File: config.mk
export PLATFORM = sky130hd
export DESIGN_NAME = spi_status_monitor
export DESIGN_NICKNAME = d
export VERILOG_FILES = /design/src/rtl/spi_status_monitor_pkg.sv /design/src/rtl/spi_status_monitor_status_sync.sv /design/src/rtl/spi_status_monitor.sv
export SDC_FILE = /design/constraint.sdc
export NUM_CORES = 1
export LEC_CHECK = 0
export ABC_AREA = 1
export BUFFER_PORTS_ARGS = -buffer_cell sky130_fd_sc_hd__buf_2
export CAP_MARGIN = 20
export CORE_ASPECT_RATIO = 1.75
export CORE_MARGIN = 2
export CORE_UTILIZATION = 30
export DETAILED_ROUTE_END_ITERATION = 6
export PLACE_DENSITY = 0.59
export SLEW_MARGIN = 20
export SYNTH_ARGS = -nofsm -noshare
export SYNTH_HDL_FRONTEND = slang
export SYNTH_SLANG_ARGS = --single-unit
File: constraint.sdc
create_clock -name S_CLK -period 1.4 [get_ports S_CLK]
set_clock_uncertainty 0.15 [all_clocks]
set_input_delay 0.07 -clock S_CLK [delete_from_list [all_inputs] [get_ports S_CLK]]
set_output_delay 0.07 -clock S_CLK [all_outputs]
set_load 0.01 [all_outputs]
File: src/rtl/spi_status_monitor_pkg.sv
// Shared constants for the SPI status monitor: host register map, status bit
// positions and the default power-on status value.
package spi_status_monitor_pkg;

  localparam int unsigned STATUS_W = 8;
  localparam int unsigned ADDR_W   = 2;

  // Host register map
  localparam logic [ADDR_W-1:0] A_STATUS  = 2'd0;
  localparam logic [ADDR_W-1:0] A_EVENTS  = 2'd1;
  localparam logic [ADDR_W-1:0] A_MASK    = 2'd2;
  localparam logic [ADDR_W-1:0] A_FAILCNT = 2'd3;

  // Bit positions inside the STATUS byte
  localparam int unsigned ST_RX_FULL   = 2;
  localparam int unsigned ST_TX_COLL   = 3;
  localparam int unsigned ST_TX_EMPTY  = 4;
  localparam int unsigned ST_TX_EMPTY2 = 5;
  localparam int unsigned ST_RX_NEMPTY = 6;
  localparam int unsigned ST_CONN_FAIL = 7;

  // Idle status of the SPI core (both tx-empty flags set)
  localparam logic [STATUS_W-1:0] RESET_STATUS_DEF = 8'h30;

endpackage

File: src/rtl/spi_status_monitor_status_sync.sv
// Multi-stage synchroniser with a programmable reset value.
//   clk   : sampling clock
//   rst_n : asynchronous active-low reset, loads RESET_VAL into every stage
//   d     : asynchronous input bus
//   q     : synchronised output (last stage)
module spi_status_monitor_status_sync #(
  parameter int unsigned   STAGES    = 2,
  parameter int unsigned   W         = 8,
  parameter logic [W-1:0]  RESET_VAL = '0
) (
  input  logic         clk,
  input  logic         rst_n,
  input  logic [W-1:0] d,
  output logic [W-1:0] q
);

  logic [W-1:0] chain_q [STAGES];

  // Shift chain; preloaded so that no spurious edge is seen after reset
  always_ff @(posedge clk or negedge rst_n) begin
    if (!rst_n) begin
      for (int unsigned i = 0; i < STAGES; i++) begin
        chain_q[i] <= RESET_VAL;
      end
    end else begin
      chain_q[0] <= d;
      for (int unsigned i = 1; i < STAGES; i++) begin
        chain_q[i] <= chain_q[i-1];
      end
    end
  end

  assign q = chain_q[STAGES-1];

endmodule

File: src/rtl/spi_status_monitor.sv
// SPI status monitor: synchronises the status byte, latches per-bit edges into
// sticky event flags, counts connection failures and raises a maskable IRQ.
//   S_CLK     : system clock
//   CLR_N     : asynchronous active-low reset
//   STATUS_IN : status byte from the SPI core
//   RD_EN     : host read strobe (ADDR selects register)
//   WR_EN     : host write strobe (only the mask register is writable)
//   ADDR      : 0 status, 1 events (clear-on-read), 2 mask, 3 fail count (clear-on-read)
//   WR_DATA   : mask write data
//   RD_DATA   : registered read data, held until the next read
//   RD_VALID  : one-cycle pulse qualifying RD_DATA
//   IRQ       : registered interrupt, |(events & mask)
module spi_status_monitor
  import spi_status_monitor_pkg::*;
#(
  parameter int unsigned          SYNC_STAGES  = 2,
  parameter logic [STATUS_W-1:0]  RESET_STATUS = RESET_STATUS_DEF,
  parameter logic [STATUS_W-1:0]  EDGE_SEL     = 8'hFF,
  parameter int unsigned          FAIL_CNT_W   = 8
) (
  input  logic                S_CLK,
  input  logic                CLR_N,
  input  logic [STATUS_W-1:0] STATUS_IN,
  input  logic                RD_EN,
  input  logic                WR_EN,
  input  logic [ADDR_W-1:0]   ADDR,
  input  logic [STATUS_W-1:0] WR_DATA,
  output logic [STATUS_W-1:0] RD_DATA,
  output logic                RD_VALID,
  output logic                IRQ
);

  logic [STATUS_W-1:0]   s_stat;
  logic [STATUS_W-1:0]   prev_q;
  logic [STATUS_W-1:0]   hit;
  logic [STATUS_W-1:0]   events_q, events_d;
  logic [STATUS_W-1:0]   mask_q, mask_d;
  logic [FAIL_CNT_W-1:0] fail_cnt_q, fail_cnt_d;
  logic [STATUS_W-1:0]   rd_mux;
  logic                  rd_events, rd_failcnt;

  spi_status_monitor_status_sync #(
    .STAGES    (SYNC_STAGES),
    .W         (STATUS_W),
    .RESET_VAL (RESET_STATUS)
  ) u_status_sync (
    .clk   (S_CLK),
    .rst_n (CLR_N),
    .d     (STATUS_IN),
    .q     (s_stat)
  );

  // Per-bit edge detect; EDGE_SEL picks rising (1) or falling (0)
  assign hit = (EDGE_SEL & s_stat & ~prev_q) | (~EDGE_SEL & ~s_stat & prev_q);

  assign rd_events  = RD_EN && (ADDR == A_EVENTS);
  assign rd_failcnt = RD_EN && (ADDR == A_FAILCNT);

  // Next-state for events, mask and fail counter; a same-cycle hit beats clear-on-read
  always_comb begin
    events_d   = rd_events ? hit : (events_q | hit);
    mask_d     = (WR_EN && (ADDR == A_MASK)) ? WR_DATA : mask_q;
    fail_cnt_d = fail_cnt_q;
    if (rd_failcnt) begin
      fail_cnt_d = hit[ST_CONN_FAIL] ? FAIL_CNT_W'(1) : '0;
    end else if (hit[ST_CONN_FAIL] && (fail_cnt_q != '1)) begin
      fail_cnt_d = fail_cnt_q + FAIL_CNT_W'(1);
    end
  end

  // Read mux returns pre-clear values
  always_comb begin
    rd_mux = s_stat;
    case (ADDR)
      A_STATUS:  rd_mux = s_stat;
      A_EVENTS:  rd_mux = events_q;
      A_MASK:    rd_mux = mask_q;
      A_FAILCNT: rd_mux = STATUS_W'(fail_cnt_q);
      default:   rd_mux = s_stat;
    endcase
  end

  // State and registered outputs
  always_ff @(posedge S_CLK or negedge CLR_N) begin
    if (!CLR_N) begin
      prev_q     <= RESET_STATUS;
      events_q   <= '0;
      mask_q     <= '0;
      fail_cnt_q <= '0;
      RD_DATA    <= '0;
      RD_VALID   <= 1'b0;
      IRQ        <= 1'b0;
    end else begin
      prev_q     <= s_stat;
      events_q   <= events_d;
      mask_q     <= mask_d;
      fail_cnt_q <= fail_cnt_d;
      RD_VALID   <= RD_EN;
      if (RD_EN) begin
        RD_DATA <= rd_mux;
      end
      IRQ        <= |(events_d & mask_d);
    end
  end

endmodule
# Word level (Yosys, flattened, before mapping)
# Cells that the tools add are included.
# word_totals
regBits	58
inputBits	22
output_inout_bits	10
wordCells	31
# classes
add_sub_neg	1
n_eq_ne	4
mux	6
n_bitwise	4
n_reduce_logical	7
# op_table
op	count
two-way mux 8 bit	4
one-hot mux 8 bit (4 select lines)	1
bitwise AND 8 bit	2
adder 8 x 1 -> 8 bit (second input constant)	1
inequality test 8 bit (second input constant)	1
inverter 8 bit	1
OR 8 bit	1
OR reduction 8 bit	1
equality test 2 bit (second input constant)	2
logical AND 1 bit	4
equality test 2 x 1 -> 1 bit (second input constant)	1
logical NOT 2 bit	1
nonzero test 2 bit	1
two-way mux 1 bit	1

# Logic depth before layout (Yosys ltp)
# depth
word_depth	6
mapped_depth	10
depth_no_buf	10

# By module
# A second synthesis with hierarchy kept.
# unflattened
hier_cells	263
hier_area_um2	2399.8
# modules_own_cells
mod	instances	cells_each	area_each_um2	seq_area_each_um2
spi_status_monitor	1	239	1934.4	1053.5
spi_status_monitor_status_sync	1	24	465.4	405.4

# Worst setup path before layout
# No wires, ideal clock.
# synth_timing
kind	register -> register
startpoint	register fail_cnt_q[0]
endpoint	register fail_cnt_q[3]
setup_time_ps	116
arrival_ps	1169
t_required_ps	1134
setup_slack_ps	-36
path_stages_with_launch	11
path_buffers	0
synth_period_minus_slack_ps	1436
cell_sequence	dfrtp_1 > ha_1 > nand2_1 > inv_1 > nand2_1 > inv_1 > nand2_1 > nand2_2 > nand2_1 > nand2_1 > nand2_1
# synth_via
elab_chain_len	3
elab_cells_between_ends	6
cone_classes	1 x add/sub; 1 x eq/ne; 2 x mux; 2 x reduce/logical
# synth_lines
element	line_no	rtl
start, declared	spi_status_monitor.sv:38	logic [FAIL_CNT_W-1:0] fail_cnt_q, fail_cnt_d;
start signal, assigned	spi_status_monitor.sv:97	fail_cnt_q <= fail_cnt_d;
adder 8 x 1 -> 8 bit or inequality test 8 bit (tied branches)	spi_status_monitor.sv:67, spi_status_monitor.sv:66	
two-way mux 8 bit or logical AND 1 bit (tied branches)	spi_status_monitor.sv:66	end else if (hit[ST_CONN_FAIL] && (fail_cnt_q != '1)) begin
two-way mux 8 bit or nonzero test 2 bit (tied branches)	--	
# Parallel ways exist; a longest one is shown, timed or not. The select of a mux whose other input is x is not followed.
# A chain may end at the register's enable or synchronous reset.

# Worst setup path after layout
# layout_timing
startpoint	register fail_cnt_q[1]
endpoint	register fail_cnt_q[4]
# The elaborated chain is that of the path after synthesis.

==> flow_metrics.tcl <==
set metrics [dict create \
    fin_crit_ps 1416 \
    cts-htree-levels 3 \
    post-route-drc-count 0 \
    holdWs_ps -25.48 \
    initial_core_util 0.3042 \
    yosysWarnings 0 \
    p_total_mw 4.790 \
    crit_buf_inv 2 \
    final_util 0.4315 \
    antenna_cells 0 \
    synth_edf_count 0 \
    crit_arrival_ps 1480 \
    multiInputGateArea_um2 870.8 \
    p_per_area_nw_per_um2 1413 \
    fin_setup_tns_ps -26.89 \
    dpl.hpwl_um 3932 \
    grt_pass1_vias 2099 \
    hold_viol_final 5 \
    synthSimpleGateAreaFrac 0.2728 \
    dr.first_iter.drc_count 101 \
    critPathMaxStageDelay_ps 350 \
    grt_pass1_wl_um 9363 \
    crit_top_cell "nand2_2" \
    area_growth_pct 41.83 \
    wl_met3_um 184 \
    end_kind "flop" \
    cts_buffer_depth 2 \
    fmax_ghz 0.7061 \
    grt_max_degree 59 \
    final-max-slew-violation-count 0 \
    ys_ff_latch 58 \
    tightestPinTransition_ps 310.4 \
    seq_area_frac_synth 0.6105 \
    wl_met2_um 3131 \
    worstSetupPathType "reg2reg" \
    critical_path.cell_chain "ha_2 -> nand2_2 -> inv_2 -> nand2_2 -> inv_2 -> nand2_2 -> nand2_4 -> nand2_4 -> nand2_2 -> nand2_2" \
    synth.distinct_cells 24 \
    highest_layer "met4" \
    relSlewSlack 0.7930 \
    io_buffers 31 \
    insertion_delay_ps 320 \
    maxCapViolCount 0 \
    timing.final.ws_setup_ps -16.18 \
    layout_common_cells "nand2_1 (85), dfrtp_1 (52), buf_2 (30)" \
    antenna_found_initial 0 \
    root_buffer "clkbuf_16" \
    wl_per_cell_um 12.79 \
    ys_async_sr_fraction 1.000 \
    synth_nets 287 \
    path_max_fanout 7 \
    die_area_um2 8724 \
    grt_overflow 0 \
    core_um2 7855 \
    synth_top_family_by_area "simple AND/OR/NAND/NOR gates" \
    fin_crit_sh 1.012 \
    synth_flop_cell "dfrtp_1" \
    drt-met1-wl_um 2125 \
    dr_total_vias 2068 \
    outcome "finished with violations" \
    routed_via_density 4.711 \
    stdcell_count 439 \
    num-fill-cells 766 \
    peakVddDrop_v 0.0005978 \
    drtPass1Iterations 4 \
    synth-compound-area-share 0.05864 \
    drtAntennaViolNets 0 \
    row_count 43 \
    track_usage 0.1404 \
    worstPathRequired_ps 1470 \
    synthCells 264 \
    final_common_cell "nand2_1" \
    die_width_um 71.47 \
    start_kind "flop" \
    routed_wl_um 5613 \
    nets 367 \
    place_congestion 0.8065 \
    synth_xor_area_frac 0 \
    clkSlewWorstSetupHoldPaths_ps 50 \
    io_pins 32 \
    avgSynthCellArea_um2 9.052 \
    violations "negative hold slack, negative setup slack" \
    hp-class "in2reg" \
    p_leak_nw 1.720 \
    tritoncts "built" \
    rsz0062_at_grt "true" \
    drive_gt1_frac 0.3123 \
    cts-buffers-inserted 9 \
    seq_area_um2 1459 \
    die_y_um 122.1 \
    setup_viol 3 \
    synth.area.mux_share 0 \
    synthAdderAreaFrac 0.005236 \
    cp_top_family "simple AND/OR/NAND/NOR gates" \
    clock-sinks 58 \
    dpl.cell_count 398 \
    cp_slowest_cell "dfrtp_1" \
    syn_area_um2 2390 \
]
-- path summary, 6_finish.rpt --
path / startpoint / endpoint / slack (ps) / cells past startpoint
worst max-delay path: fail_cnt_q[1] / fail_cnt_q[4] / -20 / 10
worst min-delay path: WR_EN / mask_q[5] / -30 / 3
worst max register to register: fail_cnt_q[1] / fail_cnt_q[4] / -20 / 10
worst min register to register: u_status_sync.chain_q[10] / u_status_sync.q[2] / 200 / 0
max in group asynchronous: CLR_N / u_status_sync.chain_q[13] / 650 / 3
min in group asynchronous: CLR_N / u_status_sync.chain_q[10] / 130 / 3
-- layout make-up --
cell class,instances,share of cell area
inverter,24,0.02658
timing repair buffer,73,0.1606
sequential,58,0.4304
clock inverter,5,0.01550
clock buffer,11,0.07457
multi-input combinational,177,0.2569
timing repair inverter,1,0.002215
tap,90,0.03322
-- report_power, final --
part | internal (mW) | switching (mW)
Combinational | 0.308 | 0.358
Sequential | 1.85 | 0.0890
Clock | 1.46 | 0.720
-- timing repair --
item | 4_1_cts | 5_1_grt
pin swaps | 2 | 7
endpoints found under the setup margin | 6 | 16
resized for setup | 5 | 20
cloned | 0 | 1
buffers inserted | 2 | 2
hold buffers | 25 | 0
endpoints found under the hold margin | 75 | 0
-- cells in the mapped netlist, types with 3 or more instances --
| cell | n | area (um2) |
|---|---|---|
| nand2_2 | 3 | 18.77 |
| o22a_1 | 3 | 26.28 |
| or2_2 | 7 | 43.79 |
| nand4_1 | 7 | 43.79 |
| dfstp_2 | 6 | 157.7 |
| nor2_1 | 18 | 67.56 |
| inv_1 | 22 | 82.58 |
| a21oi_1 | 8 | 40.04 |
| o21ai_0 | 8 | 40.04 |
| nand2_1 | 95 | 356.6 |
| dfrtp_1 | 52 | 1301 |
| nand3_1 | 17 | 85.08 |
-- registers in the layout, indices dropped and copies added, names as in the netlist --
register and flops:
RD_VALID 1, IRQ 1, u_status_sync.q 8, u_status_sync.chain_q 8, fail_cnt_q 8, RD_DATA 8
prev_q 8, mask_q 8, events_q 8
-- kinds of logic after synthesis --
family	count (synthesis)
fa+ha+maj	1
simple gates	152
buf+inv	29
flops	58
compound gates	24
-- tightest hold or removal path, delay by kind of cell --
family | cells | cell delay (ps)
buf+inv | 1 | 150
simple gates | 2 | 190
-- routing by layer --
layer,GRT usage,vias up
li1,-,1008
met1,0.1453,1005
met2,0.2558,41
met3,0.03060,14
met4,0.07783,0
met5,0,-
-- through the flow --
stage / cell area (um2) / setup WS (ps)
after floorplan: 2395 / -23.34
after CTS: 3357 / -38.29
after global placement: 2774 / -37.62
after detailed placement: 2774 / -115.3
after global routing: 3390 / -154.2
final: 3390 / -16.18
Power figures use the tool's default switching activity.
